`config.mk`:
```
export PLATFORM = sky130hd
export DESIGN_NAME = alu_flag_queue_flat
export DESIGN_NICKNAME = d
export VERILOG_FILES = /design/src/rtl/alu_flag_queue_pkg.sv /design/src/rtl/alu_flag_queue_if.sv /design/src/rtl/alu_flag_queue_flag_fifo.sv /design/src/rtl/alu_flag_queue.sv /design/src/flat_wrapper.sv
export SDC_FILE = /design/constraint.sdc
export NUM_CORES = 1
export LEC_CHECK = 0
export ABC_AREA = 1
export BUFFER_PORTS_ARGS = -buffer_cell sky130_fd_sc_hd__buf_2
export CORE_MARGIN = 1.5
export CORE_UTILIZATION = 25
export DETAILED_ROUTE_END_ITERATION = 16
export PLACE_DENSITY = 0.48
export SYNTH_ARGS = -nofsm -noshare
export SYNTH_HDL_FRONTEND = slang
export SYNTH_SLANG_ARGS = --single-unit
```
`constraint.sdc`:
```
create_clock -name clk -period 1.9 [get_ports clk]
set_input_delay 0.095 -clock clk [delete_from_list [all_inputs] [get_ports clk]]
set_output_delay 0.095 -clock clk [all_outputs]
set_load 0.02 [all_outputs]
```
`src/rtl/alu_flag_queue_pkg.sv`:
```
// ============================================================================
//  Module   : alu_flag_pkg
//  Brief    : Shared types, op codes, flag indices and op-class decode for
//             the ALU flag queue.
//  Revision : 1.0  initial release
// ============================================================================
`default_nettype none

package alu_flag_pkg;

  typedef enum logic [1:0] {
    CLS_ADD   = 2'd0,
    CLS_LOGIC = 2'd1,
    CLS_SHIFT = 2'd2
  } op_class_t;

  localparam logic [2:0] OP_AND = 3'b101;
  localparam logic [2:0] OP_OR  = 3'b110;

  // Bit positions inside the 4-bit {N,V,C,Z} flag vector
  localparam int FLG_N = 3;
  localparam int FLG_V = 2;
  localparam int FLG_C = 1;
  localparam int FLG_Z = 0;

  // Op code to datapath class; anything not ADD or AND/OR goes to the shifter
  function automatic op_class_t op_class(input logic [2:0] op);
    if (op[2:1] == 2'b00) begin
      return CLS_ADD;
    end else if ((op == OP_AND) || (op == OP_OR)) begin
      return CLS_LOGIC;
    end else begin
      return CLS_SHIFT;
    end
  endfunction

endpackage

`default_nettype wire

```
`src/rtl/alu_flag_queue_if.sv`:
```
// ============================================================================
//  Module   : alu_flag_queue_if
//  Brief    : Producer/consumer/status bundle for alu_flag_queue. The master
//             modport is the environment, the slave modport is the block.
//  Revision : 1.0  initial release
// ============================================================================
`default_nettype none

interface alu_flag_queue_if #(
  parameter int WIDTH = 8
);
  logic             in_valid;
  logic             in_ready;
  logic [2:0]       in_op;
  logic [WIDTH-1:0] in_y_add;
  logic [WIDTH-1:0] in_y_logic;
  logic [WIDTH-1:0] in_y_shift;
  logic             in_ca;
  logic             in_va;
  logic             in_cs;
  logic             in_flag_we;
  logic             out_valid;
  logic             out_ready;
  logic [WIDTH-1:0] out_y;
  logic             out_n;
  logic             out_v;
  logic             out_c;
  logic             out_z;
  logic [3:0]       stat_nvcz;
  logic             clr_sticky;
  logic             sticky_v;

  modport master (
    output in_valid, in_op, in_y_add, in_y_logic, in_y_shift,
           in_ca, in_va, in_cs, in_flag_we, out_ready, clr_sticky,
    input  in_ready, out_valid, out_y, out_n, out_v, out_c, out_z,
           stat_nvcz, sticky_v
  );

  modport slave (
    input  in_valid, in_op, in_y_add, in_y_logic, in_y_shift,
           in_ca, in_va, in_cs, in_flag_we, out_ready, clr_sticky,
    output in_ready, out_valid, out_y, out_n, out_v, out_c, out_z,
           stat_nvcz, sticky_v
  );
endinterface

`default_nettype wire

```
`src/rtl/alu_flag_queue_flag_fifo.sv`:
```
// ============================================================================
//  Module   : flag_fifo
//  Brief    : DEPTH-entry register FIFO for {Y,N,V,C,Z} entries. When empty
//             the output holds the most recently popped entry (0 after reset).
//  Revision : 1.0  initial release
// ============================================================================
`default_nettype none

module flag_fifo #(
  parameter int DW    = 12,
  parameter int DEPTH = 2
) (
  input  logic          clk,
  input  logic          rst_n,
  input  logic          push_i,
  input  logic          pop_i,
  input  logic [DW-1:0] data_i,
  output logic          full_o,
  output logic          empty_o,
  output logic [DW-1:0] data_o
);
  localparam int             AW       = $clog2(DEPTH);
  localparam logic [AW-1:0]  PTR_ONE  = AW'(1);
  localparam logic [AW:0]    CNT_ONE  = (AW+1)'(1);
  localparam logic [AW:0]    CNT_FULL = (AW+1)'(DEPTH);

  logic [DW-1:0] mem_q [DEPTH];
  logic [AW-1:0] wr_ptr_q;
  logic [AW-1:0] rd_ptr_q;
  logic [AW:0]   count_q;
  logic [DW-1:0] last_q;
  logic          w_push;
  logic          w_pop;

  assign full_o  = (count_q == CNT_FULL);
  assign empty_o = (count_q == '0);
  // A full FIFO refuses a push even if a pop happens in the same cycle
  assign w_push  = push_i & ~full_o;
  assign w_pop   = pop_i & ~empty_o;
  assign data_o  = empty_o ? last_q : mem_q[rd_ptr_q];

  // Storage, pointers, occupancy and last-popped holding register
  always_ff @(posedge clk or negedge rst_n) begin
    if (!rst_n) begin
      for (int i = 0; i < DEPTH; i++) begin
        mem_q[i] <= '0;
      end
      wr_ptr_q <= '0;
      rd_ptr_q <= '0;
      count_q  <= '0;
      last_q   <= '0;
    end else begin
      if (w_push) begin
        mem_q[wr_ptr_q] <= data_i;
        wr_ptr_q        <= wr_ptr_q + PTR_ONE;
      end
      if (w_pop) begin
        last_q   <= mem_q[rd_ptr_q];
        rd_ptr_q <= rd_ptr_q + PTR_ONE;
      end
      if (w_push && !w_pop) begin
        count_q <= count_q + CNT_ONE;
      end else if (w_pop && !w_push) begin
        count_q <= count_q - CNT_ONE;
      end
    end
  end

endmodule

`default_nettype wire

```
`src/rtl/alu_flag_queue.sv`:
```
// ============================================================================
//  Module   : alu_flag_queue
//  Brief    : Registered ALU result/flag select. Picks the adder, logic or
//             shifter result by op class, computes N/V/C/Z, updates a status
//             register and queues {Y,N,V,C,Z} in a small FIFO.
//             Optional macro STICKY_OVF_EN enables the sticky overflow flop.
//  Revision : 1.0  initial release
// ============================================================================
`default_nettype none

module alu_flag_queue
  import alu_flag_pkg::*;
#(
  parameter int WIDTH = 8,
  parameter int DEPTH = 2
) (
  input  logic           clk,
  input  logic           rst_n,
  alu_flag_queue_if.slave bus
);
  localparam int DW = WIDTH + 4;

  op_class_t        w_cls;
  logic [WIDTH-1:0] w_y;
  logic             w_v;
  logic             w_c;
  logic [3:0]       w_nvcz;
  logic             w_full;
  logic             w_empty;
  logic             w_push;
  logic             w_pop;
  logic [DW-1:0]    w_head;
  logic [3:0]       stat_q;

  // Select result and carry/overflow sources by op class
  always_comb begin
    w_cls = op_class(bus.in_op);
    w_y   = bus.in_y_shift;
    w_c   = bus.in_cs;
    w_v   = 1'b0;
    case (w_cls)
      CLS_ADD: begin
        w_y = bus.in_y_add;
        w_c = bus.in_ca;
        w_v = bus.in_va;
      end
      CLS_LOGIC: begin
        w_y = bus.in_y_logic;
        w_c = 1'b0;
      end
      default: ;
    endcase
  end

  assign w_nvcz[FLG_N] = w_y[WIDTH-1];
  assign w_nvcz[FLG_V] = w_v;
  assign w_nvcz[FLG_C] = w_c;
  assign w_nvcz[FLG_Z] = (w_y == '0);

  assign bus.in_ready  = ~w_full;
  assign bus.out_valid = ~w_empty;
  assign w_push        = bus.in_valid & ~w_full;
  assign w_pop         = ~w_empty & bus.out_ready;

  flag_fifo #(
    .DW    (DW),
    .DEPTH (DEPTH)
  ) u_fifo (
    .clk     (clk),
    .rst_n   (rst_n),
    .push_i  (w_push),
    .pop_i   (w_pop),
    .data_i  ({w_y, w_nvcz[FLG_N], w_nvcz[FLG_V], w_nvcz[FLG_C], w_nvcz[FLG_Z]}),
    .full_o  (w_full),
    .empty_o (w_empty),
    .data_o  (w_head)
  );

  assign bus.out_y = w_head[DW-1:4];
  assign bus.out_n = w_head[3];
  assign bus.out_v = w_head[2];
  assign bus.out_c = w_head[1];
  assign bus.out_z = w_head[0];

  // Status register commits the accepted op's flags when write-enabled
  always_ff @(posedge clk or negedge rst_n) begin
    if (!rst_n) begin
      stat_q <= 4'b0000;
    end else if (w_push && bus.in_flag_we) begin
      stat_q <= w_nvcz;
    end
  end

  assign bus.stat_nvcz = stat_q;

`ifdef STICKY_OVF_EN
  logic sticky_q;

  // Sticky overflow: a qualifying set wins over a simultaneous clear
  always_ff @(posedge clk or negedge rst_n) begin
    if (!rst_n) begin
      sticky_q <= 1'b0;
    end else if (w_push && bus.in_flag_we && w_v) begin
      sticky_q <= 1'b1;
    end else if (bus.clr_sticky) begin
      sticky_q <= 1'b0;
    end
  end

  assign bus.sticky_v = sticky_q;
`else
  logic w_unused_clr;
  assign w_unused_clr = bus.clr_sticky;
  assign bus.sticky_v = 1'b0;
`endif

endmodule

`default_nettype wire
```
`src/flat_wrapper.sv`:
```
// flat-port wrapper written by rule: the top's interface ports become plain ports
module alu_flag_queue_flat import alu_flag_pkg::*;
#(
  parameter int WIDTH = 8,
  parameter int DEPTH = 2
)
  (clk, rst_n, bus_in_valid, bus_in_op, bus_in_y_add, bus_in_y_logic, bus_in_y_shift, bus_in_ca, bus_in_va, bus_in_cs, bus_in_flag_we, bus_out_ready, bus_clr_sticky, bus_in_ready, bus_out_valid, bus_out_y, bus_out_n, bus_out_v, bus_out_c, bus_out_z, bus_stat_nvcz, bus_sticky_v);
  alu_flag_queue_if #(.WIDTH(WIDTH)) bus_i ();
  input  logic clk;
  input  logic rst_n;
  input wire logic [$bits(bus_i.in_valid)-1:0] bus_in_valid;
  input wire logic [$bits(bus_i.in_op)-1:0] bus_in_op;
  input wire logic [$bits(bus_i.in_y_add)-1:0] bus_in_y_add;
  input wire logic [$bits(bus_i.in_y_logic)-1:0] bus_in_y_logic;
  input wire logic [$bits(bus_i.in_y_shift)-1:0] bus_in_y_shift;
  input wire logic [$bits(bus_i.in_ca)-1:0] bus_in_ca;
  input wire logic [$bits(bus_i.in_va)-1:0] bus_in_va;
  input wire logic [$bits(bus_i.in_cs)-1:0] bus_in_cs;
  input wire logic [$bits(bus_i.in_flag_we)-1:0] bus_in_flag_we;
  input wire logic [$bits(bus_i.out_ready)-1:0] bus_out_ready;
  input wire logic [$bits(bus_i.clr_sticky)-1:0] bus_clr_sticky;
  output wire logic [$bits(bus_i.in_ready)-1:0] bus_in_ready;
  output wire logic [$bits(bus_i.out_valid)-1:0] bus_out_valid;
  output wire logic [$bits(bus_i.out_y)-1:0] bus_out_y;
  output wire logic [$bits(bus_i.out_n)-1:0] bus_out_n;
  output wire logic [$bits(bus_i.out_v)-1:0] bus_out_v;
  output wire logic [$bits(bus_i.out_c)-1:0] bus_out_c;
  output wire logic [$bits(bus_i.out_z)-1:0] bus_out_z;
  output wire logic [$bits(bus_i.stat_nvcz)-1:0] bus_stat_nvcz;
  output wire logic [$bits(bus_i.sticky_v)-1:0] bus_sticky_v;
  assign bus_i.in_valid = bus_in_valid;
  assign bus_i.in_op = bus_in_op;
  assign bus_i.in_y_add = bus_in_y_add;
  assign bus_i.in_y_logic = bus_in_y_logic;
  assign bus_i.in_y_shift = bus_in_y_shift;
  assign bus_i.in_ca = bus_in_ca;
  assign bus_i.in_va = bus_in_va;
  assign bus_i.in_cs = bus_in_cs;
  assign bus_i.in_flag_we = bus_in_flag_we;
  assign bus_i.out_ready = bus_out_ready;
  assign bus_i.clr_sticky = bus_clr_sticky;
  assign bus_in_ready = bus_i.in_ready;
  assign bus_out_valid = bus_i.out_valid;
  assign bus_out_y = bus_i.out_y;
  assign bus_out_n = bus_i.out_n;
  assign bus_out_v = bus_i.out_v;
  assign bus_out_c = bus_i.out_c;
  assign bus_out_z = bus_i.out_z;
  assign bus_stat_nvcz = bus_i.stat_nvcz;
  assign bus_sticky_v = bus_i.sticky_v;
  alu_flag_queue #(.WIDTH(WIDTH), .DEPTH(DEPTH)) u_core (.clk(clk), .rst_n(rst_n), .bus(bus_i));
endmodule
```
Word level (Yosys, flattened, before mapping)
Index checks and enable logic that the tools add are counted.
- $add $sub $neg: 4
- order comparisons: 3
- eq/ne operators: 4
- mux-type cells: 14
- bitwise logic cells: 8
- reductions and logical operators: 12
- operator list (operator ; count):
    two-way mux 12 bit ; 5
    bitwise mux 24 bit ; 1
    case mux 8 bit (2 select lines) ; 1
    demux 12 bit (select 1 bit) ; 1
    zero test 8 bit ; 1
    two-way mux 2 bit ; 4
    == test 3 bit, second input constant ; 2
    zero test 2 bit ; 3
    AND 1 bit ; 4
    greater-or-equal comparator 2 bit, second input constant ; 2
    logical AND 1 bit ; 4
    inverter 1 -> 2 bit ; 2
    adder 1 bit, second input constant ; 2
    adder 2 x 1 -> 2 bit, second input constant ; 1
    == test 2 x 1 -> 1 bit, second input constant ; 1
    == test 2 bit, second input constant ; 1
    zero test 1 bit ; 2
    less-than comparator 2 x 1 -> 1 bit, second input constant ; 1
    inverter 1 bit ; 2
    case mux 1 bit (2 select lines) ; 1
    nonzero test 2 bit ; 1
    subtractor 2 x 1 -> 2 bit, second input constant ; 1
    logical OR 1 bit ; 1
    two-way mux 1 bit ; 1
- register bits: 44
- input bits: 36
- output and inout port bits: 19

Depth between registers and ports, before layout
Gate-level depths: netlist of run 1.
- depth after elaboration: 8
- gate-level depth with buffers: 9
- mapped depth without buffers: 9

Cells and area by module
Synthesis of run 1 repeated with hierarchy kept, for this count alone.
- cells, all modules: 357
- area, all modules: 2621.3 um2
- by module, submodules not included (module ; instances ; cells an instance ; area an instance (um2) ; seq. area each (um2)):
    flag_fifo ; 1 ; 253 ; 2069.5 ; 1001.0
    alu_flag_queue ; 1 ; 104 ; 551.8 ; 100.1

Worst setup path after synthesis of run 1
Ideal clock, no wire load.
- path kind: register -> output
- start point: register u_core.u_fifo.count_q[1]
- end point: output port bus_out_y[7]
- arrival: 1649 ps
- required time: 1805 ps
- path slack: 156 ps
- stages on the path, launching flop included: 6
- path buffers: 2
- cell sequence: dfrtp_1 nor2_1 inv_1 clkbuf_1 o21ai_0 buf_4
- word-level cells in the longest chain between the ends: 2
- RTL lines (what ; line ; source):
    start, declared ; alu_flag_queue_flag_fifo.sv:30 ; logic [AW:0] count_q;
    start signal, assigned ; alu_flag_queue_flag_fifo.sv:62 ; count_q <= count_q + CNT_ONE;
    start signal, assigned ; alu_flag_queue_flag_fifo.sv:64 ; count_q <= count_q - CNT_ONE;
    zero test 2 bit ; alu_flag_queue_flag_fifo.sv:36 ; assign empty_o = (count_q == '0);
    two-way mux 12 bit ; alu_flag_queue_flag_fifo.sv:40 ; assign data_o = empty_o ? last_q : mem_q[rd_ptr_q];
    end, declared ; flat_wrapper.sv:24 ; output wire logic [$bits(bus_i.out_y)-1:0] bus_out_y;
No other way between the ends.

Worst setup path in the final report of run 1
- start point: register u_core.u_fifo.rd_ptr_q
- end point: output port bus_out_y[6]
- word-level cells in the longest chain between the ends: 5
- RTL lines (what ; line ; source):
    start, declared ; alu_flag_queue_flag_fifo.sv:29 ; logic [AW-1:0] rd_ptr_q;
    start signal, assigned ; alu_flag_queue_flag_fifo.sv:59 ; rd_ptr_q <= rd_ptr_q + PTR_ONE;
    inverter 1 -> 2 bit (not written as such) ; alu_flag_queue_flag_fifo.sv:40 ;
    two-way mux 12 bit (not written as such) (3 in series) ; alu_flag_queue_flag_fifo.sv:40 ;
    two-way mux 12 bit ; alu_flag_queue_flag_fifo.sv:40 ;
No other way between the ends. The select of a mux whose other input is x is not followed.

==> out/qor.yml, run 1 <==
core_um2: 8640
gp_congestion: 0.692
syn_area_um2: 2200
synth_seq_cells: 41
h-tree-depth: 2
clock-sinks: 41
p_seq_share_pct: 35.9
io_buffer_count: 52
syn_inst: 293
clkPwrFrac_pct: 18.8
fmax_mhz: 604
cts_tree: "yes"
route.detailed.drc: 0
syn_nets: 330
vias_per_cell: 4.05
io_pins: 55
crit_arrival_ns: 1.56
ys.warnings.count: 0
synth_cell_types: 23
grt_pass1_vias: 1751
yosysSeqAreaShare_pct: 46.7
hp-class: "input pin to register"
powerDensity_nw_per_um2: 1440
wirelength_um: 4890
worst-path-max-fanout: 11
postSynthAreaPerCell_um2: 7.50
antenna_found_initial: 0
clk_latency_ns: 0.29
p_leak_nw: 1.41
start_util_pct: 25.5
worst_pin_slew_ns: 0.556
dr.pass1.iters: 4
finalClockSkew_ns: 0.00691
intPower_mw: 2.22
finalCritPeriodShare_pct: 87.2
cts_made_buffers: 5
crit_type: "register to primary output"
hold_depth: 3
finalPower_mw: 3.86
die_h_um: 96.8
n_antenna_cell: 0
clock_path_buffers: 2
vias: 1835
rsz0062_at_grt: "no"
grt_pass1_wl_um: 8280
swShare_pct: 42.5
finalSetupTns_ns: 0
slew_violations: 0
ant_nets: 0
ff2ff_path_depth: 8
drv_cap: 0
ir_drop_v: 0.000324
ctsRootBufferMaster: "clkbuf_8"
final_common_cell: "nand2_1"
p_sw_mw: 1.64
path_clk_slew_ns: 0.08
layout_common_cells: "112 x nand2_1, 52 x buf_2, 44 x o21ai_0, 41 x dfrtp_1, 32 x inv_1"
gr-total-overflow: 0
core.rowCount: 34
combinationalPowerShare_pct: 45.3
crit_required_ns: 1.80
layout.nets: 381
hpwl_um: 3650
layout_min_cycle_time_ns: 1.66
drive_gt1_share_pct: 26.4
crit_path_start_kind: "register"
n_fill_cell: 947
drt_iter0_markers: 125
relSlewSlack_pct: 62.9
area.growth.synth_to_final_pct: 21.9
run_status: "completed"
postCtsSetupBuffers: 0
cp-end-kind: "primary output"
die_area_um2: 9370
die_x_um: 96.8
grt_use_total_pct: 11.1
hold_viol: 0
setup_viol: 0
grt_max_degree: 24
routedWlPerCell_um: 10.8
==> power groups by stage <==
| stage | logic (mW) | clock network (mW) | registers, mW |
|---|---|---|---|
| floorplan | 1.25 | 0 | 1.40 |
| global placement | 1.74 | 0 | 1.39 |
| detailed placement | 1.76 | 0 | 1.40 |
| CTS | 1.77 | 0.755 | 1.39 |
| global route | 1.99 | 0.801 | 1.43 |
| finish | 1.75 | 0.725 | 1.39 |
==> path summary, 6_finish.rpt <==
| kind | from | endpoint | slack, ns |
|---|---|---|---|
| max in group asynchronous | rst_n | u_core.u_fifo.mem_q[18] | 1.04 |
| min reg2reg | u_core.u_fifo.mem_q[1] | u_core.u_fifo.mem_q[1] | 0.48 |
| max | u_core.u_fifo.rd_ptr_q | bus_out_y[6] | 0.24 |
| min in group asynchronous | rst_n | u_core.u_fifo.last_q[1] | 0.30 |
| max reg2reg | u_core.u_fifo.count_q[0] | u_core.u_fifo.count_q[1] | 0.34 |
| min | bus_in_va | u_core.u_fifo.mem_q[14] | 0.12 |
==> layer usage <==
layer / up-vias / part of all wire, % / GRT usage (%)
li1: 1006 / - / -
met1: 766 / 55 / 16.4
met2: 61 / 40 / 15.3
met3: 2 / 5.5 / 3.11
met4: 0 / 0.29 / 4.01
met5: - / 0 / 0
==> per-stage QoR <==
stage	std cells	hold WS, ns	utilization, %	worst slack (ns)	area [um^2]
floorplan	293	-0.201	-	0.156	2200
global placement	444	0.107	29.6	0.354	2550
detailed placement	444	0.102	29.6	0.332	2550
CTS	453	0.115	31.0	0.242	2680
global route	453	0.138	31.0	0.0781	2680
finish	453	0.116	31.0	0.244	2680
==> worst max-delay path, stage by stage (launching register included) <==
cell and delay [ns]:
dfrtp_1 0.38, inv_1 0.30, nand2_1 0.09, nand2_1 0.11, nand2_1 0.05, o21ai_0 0.11
buf_2 0.21
==> sequential cells by signal, summed over array words and instances, names as in the netlist <==
name / count
u_core.bus.stat_nvcz: 4
u_core.u_fifo.count_q: 2
u_core.u_fifo.last_q: 11
u_core.u_fifo.mem_q: 22
u_core.u_fifo.rd_ptr_q: 1
u_core.u_fifo.wr_ptr_q: 1
==> cells in the mapped netlist (all sizes together) <==
cell,number,area share [%]
nand2,116,20
dfrtp,41,47
a21oi,1,0.23
nand4,7,2.0
inv,33,5.6
xnor2,2,0.80
o21ai,46,10
conb,1,0.17
clkbuf,7,1.2
nor2,22,6.4
buf,7,2.4
nand3,8,2.8
xor2,1,0.40
ha,1,0.57
==> layout make-up <==
cell class                      instances  area, um^2  share of cell area, %
Clock buffer                            7        86.3                   3.22
Sequential cell                        41        1030                   38.3
Timing Repair Buffer                   58         308                   11.5
Tap cell                              108         135                   5.04
Inverter                               33         124                   4.62
Multi-Input combinational cell        205         970                   36.2
Clock inverter                          1        30.0                   1.12
==> repair_timing <==
item / CTS / global route
hold buffers: 1 / 0
resized for setup: 0 / 0
endpoints found under the hold margin: 20 / 0
==> kinds of logic after synthesis <==
logic type      count (synthesis)  synth area share, %
simple gates                  153                 31.5
compound gates                 47                 10.7
buf+inv                        47                 9.22
flops                          41                 46.7
xor+xnor                        3                 1.20
fa+ha+maj                       1                0.569
other cells                     1                0.171
Power figures use the tool's default switching activity.
==> inputs of run 2 (changes only) <==
--- a/config.mk
+++ b/config.mk
@@ -10,7 +10,8 @@
 export CORE_MARGIN = 1.5
 export CORE_UTILIZATION = 25
 export DETAILED_ROUTE_END_ITERATION = 16
-export PLACE_DENSITY = 0.48
+export PLACE_DENSITY = 0.47
 export SYNTH_ARGS = -nofsm -noshare
 export SYNTH_HDL_FRONTEND = slang
+export SYNTH_HIERARCHICAL = 1
 export SYNTH_SLANG_ARGS = --single-unit
==> out/qor.yml, run 2 <==
run_status: "completed"
grt_use_total_pct: 12.0  # +0.89 points
r2r-end: "u_core/bus.stat_nvcz[0]"
drive_gt1_share_pct: 23.2  # -3.2 points
rsz0062_at_grt: "no"
r2r_start: "u_core/u_fifo/count_q[0]"
crit_type: "register to primary output"
powerDensity_nw_per_um2: 1500  # +3.9%
met1_usage_pct: 16.9  # +0.53 points
dr.pass1.iters: 4  # unchanged
gp_congestion: 0.728  # +5.3%
ys_top_cells_by_area: "dfrtp_1 42%, nand2_1 21%, nand4_1 7.6%"
hp-class: "input pin to register"
io_pins: 55  # unchanged
finalSetupTns_ns: 0  # unchanged
cts_made_buffers: 5  # unchanged
path_clk_slew_ns: 0.09  # about the same
postLayoutCoreUtil_pct: 30.4  # -0.63 points
preCtsSetupSlack_ns: 0.258  # -0.0738 ns
relSlewSlack_pct: 60.1  # -2.8 points
core_um2: 10200  # +18%
final.setup.worst_slack_ns: 0.214  # -0.0298 ns
n_antenna_cell: 0  # unchanged
grt_max_degree: 45  # +88%
layout_min_cycle_time_ns: 1.69  # +0.0298 ns
synth_seq_cells: 44  # +7.3%
synthTopCellsByCount: "149 x nand2_1, 46 x inv_1, 44 x dfrtp_1"
top_usage_layer: "met2"
n_fill_cell: 1128  # +19%
hold_depth: 5  # +2
grt_pass1_vias: 2197  # +25%
cp-end-kind: "primary output"
die_area_um2: 11100  # +19%
regToRegSetupSlack_ns: 0.25  # -0.09 ns
cts_tree: "yes"
worst_pin_slew_ns: 0.599  # +0.0425 ns
io_buffer_count: 52  # unchanged
syn_inst: 357  # +22%
cp_slowest_stage_delay_ns: 0.48  # +0.10 ns
vias_per_cell: 4.08  # +0.83%
grt_use_met3_pct: 2.78  # -0.32 points
hpwl_um: 4400  # +20%
postCtsSetupBuffers: 0  # unchanged
final_area_um2: 3110  # +16%
vias: 2230  # +22%
worst-path-max-fanout: 24  # +13
synth_most_common_cell: "nand2_1"
core.rowCount: 37  # +8.8%
place_area_um2: 2980  # +17%
wirelength_um: 6160  # +26%
antenna_found_initial: 0  # unchanged
die_h_um: 105  # +8.9%
yosysSeqAreaShare_pct: 42.0  # -4.7 points
finalCritPeriodShare_pct: 88.7  # +1.6 points
async_reset_ff_share_pct: 100  # unchanged
regMostFlops: "u_core/u_fifo/mem_q"
slew_violations: 0  # unchanged
clock-sinks: 44  # +7.3%
crit_slowest_cell: "dfrtp_1"
final_common_cell: "nand2_1"
drv_cap: 0  # unchanged
route.detailed.drc: 0  # unchanged
synth_cell_types: 25  # +8.7%
fmax_mhz: 593  # -1.8%
layout_common_cells: "149 x nand2_1, 52 x buf_2, 45 x inv_1, 44 x dfrtp_1, 32 x nand4_1"
clock_path_buffers: 2  # unchanged
hold_start: "bus_in_va"
largest_reg_flops: 24  # +9.1%
postSynthAreaPerCell_um2: 7.34  # -2.1%
crit_path_start_kind: "register"
drt_iter0_markers: 83  # -34%
area.growth.synth_to_final_pct: 18.6
hold_viol: 0  # unchanged
routedWlPerCell_um: 11.3  # +4.6%
grt_pass1_wl_um: 10700  # +29%
min_to: "u_core/bus.stat_nvcz[2]"
h-tree-depth: 2  # unchanged
crit_required_ns: 1.80  # about the same
yosysTopAreaCellShare_pct: 42.0  # -4.7 points
syn_nets: 394  # +19%
grt_use_met2_pct: 18.5  # +3.3 points
synth_top_area_cell: "dfrtp_1"
ff2ff_path_depth: 9  # +1
start_util_pct: 25.6  # +0.16 points
crit_chain: "nor2_4 > buf_4 > inv_4 > nand2_1 > o21ai_2 > buf_2"
ctsRootBufferMaster: "clkbuf_8"
ant_nets: 0  # unchanged
syn_area_um2: 2620  # +19%
die_x_um: 105  # +8.9%
setup_viol: 0  # unchanged
p_leak_nw: 1.73  # +22%
ir_drop_v: 0.000436  # +35%
finalClockSkew_ns: 0.00603  # -0.000882 ns
synth_edf_count: 0  # unchanged
synth_flop_cell: "dfrtp_1"
crit_arrival_ns: 1.59  # +0.03 ns
layout.nets: 446  # +17%
gr-total-overflow: 0  # unchanged
ys.warnings.count: 6  # +6
clk_latency_ns: 0.29  # about the same
## run 2: cell types whose count changed in the layout (fill, tap and decap cells not counted), moves of 3 or more
cell     previous run  this run
buf_4               5         9
dfrtp_1            41        44
inv_1              32        45
nand2_1           112       149
nand4_1             7        32
nor2_1              3        19
nor2_2             17         2
o21ai_0            44        11
o21ai_1             2         5
o21ai_2             0        10
## run 2: kinds of logic (layout without fill, tap and decap cells)
family	count (synthesis)	after routing	share of synthesized area (%)
fa+ha+maj	1	1	0.477
other cells	1	1	0.143
xor+xnor	1	1	0.334
compound gates	26	26	6.40
simple gates	218	218	38.2
buf+inv	66	119	12.5
flops	44	44	42.0
## run 2: how the worst max path moves through the flow
stage	end	slack [ns]	cells after the start	start
3_5_place_dp	u_core/bus.stat_nvcz[0]	0.26	9	u_core/u_fifo/count_q[0]
2_1_floorplan	u_core/u_fifo/count_q[1]	0.02	13	u_core/u_fifo/count_q[0]
4_1_cts	bus_out_y[6]	0.04	6	u_core/u_fifo/count_q[1]
6_report	bus_out_y[6]	0.21	6	u_core/u_fifo/count_q[1]
3_3_place_gp	u_core/bus.stat_nvcz[0]	0.31	9	u_core/u_fifo/count_q[0]
5_1_grt	u_core/bus.stat_nvcz[0]	0.03	9	u_core/u_fifo/count_q[0]
## run 2: metrics by stage
step | power [mW] | instances | hold slack (ns)
3_5_place_dp | 3.95 | 537 | 0.238
4_1_cts | 4.71 | 546 | 0.156
2_1_floorplan | 3.37 | 357 | -0.201
5_1_grt | 5.10 | 546 | 0.191
6_report | 4.65 | 546 | 0.156
3_3_place_gp | 3.90 | 537 | 0.230
## run 2: area by class of cell
cell class,instances,area [um^2],area share [%]
flip-flops and latches,44,1100,35.4
clock buffers,5,68.8,2.21
multi-input cells,247,1200,38.5
repair buffers,62,338,10.9
inverters,49,193,6.20
clock inverters,3,42.5,1.37
well taps,136,170,5.47
## run 2: metal layers
metal	wire, um	vias to the layer above
met2	2580	61
met1	3190	949
met5	0	-
met3	346	2
met4	41	0
li1	-	1218
## run 2: critical path: cells and delay by family, from the launching register on
kind | cells | cell delay, ns
AOI/OAI and AO/OA | 1 | 0.07
and+or+nand+nor | 2 | 0.18
buffers and inverters | 3 | 0.55
DFF | 1 | 0.48
## run 2: power breakdown
group	internal, mW	switching [mW]
clock	0.390	0.338
combinational	0.787	1.63
sequential	1.31	0.195
## run 2: timing repair
| item | 4_1_cts | 5_1_grt |
|---|---|---|
| gates resized for setup | 0 | 3 |
| setup endpoints to repair | 0 | 12 |
| hold buffers | 1 | 0 |
| endpoints found under the hold margin | 44 | 0 |
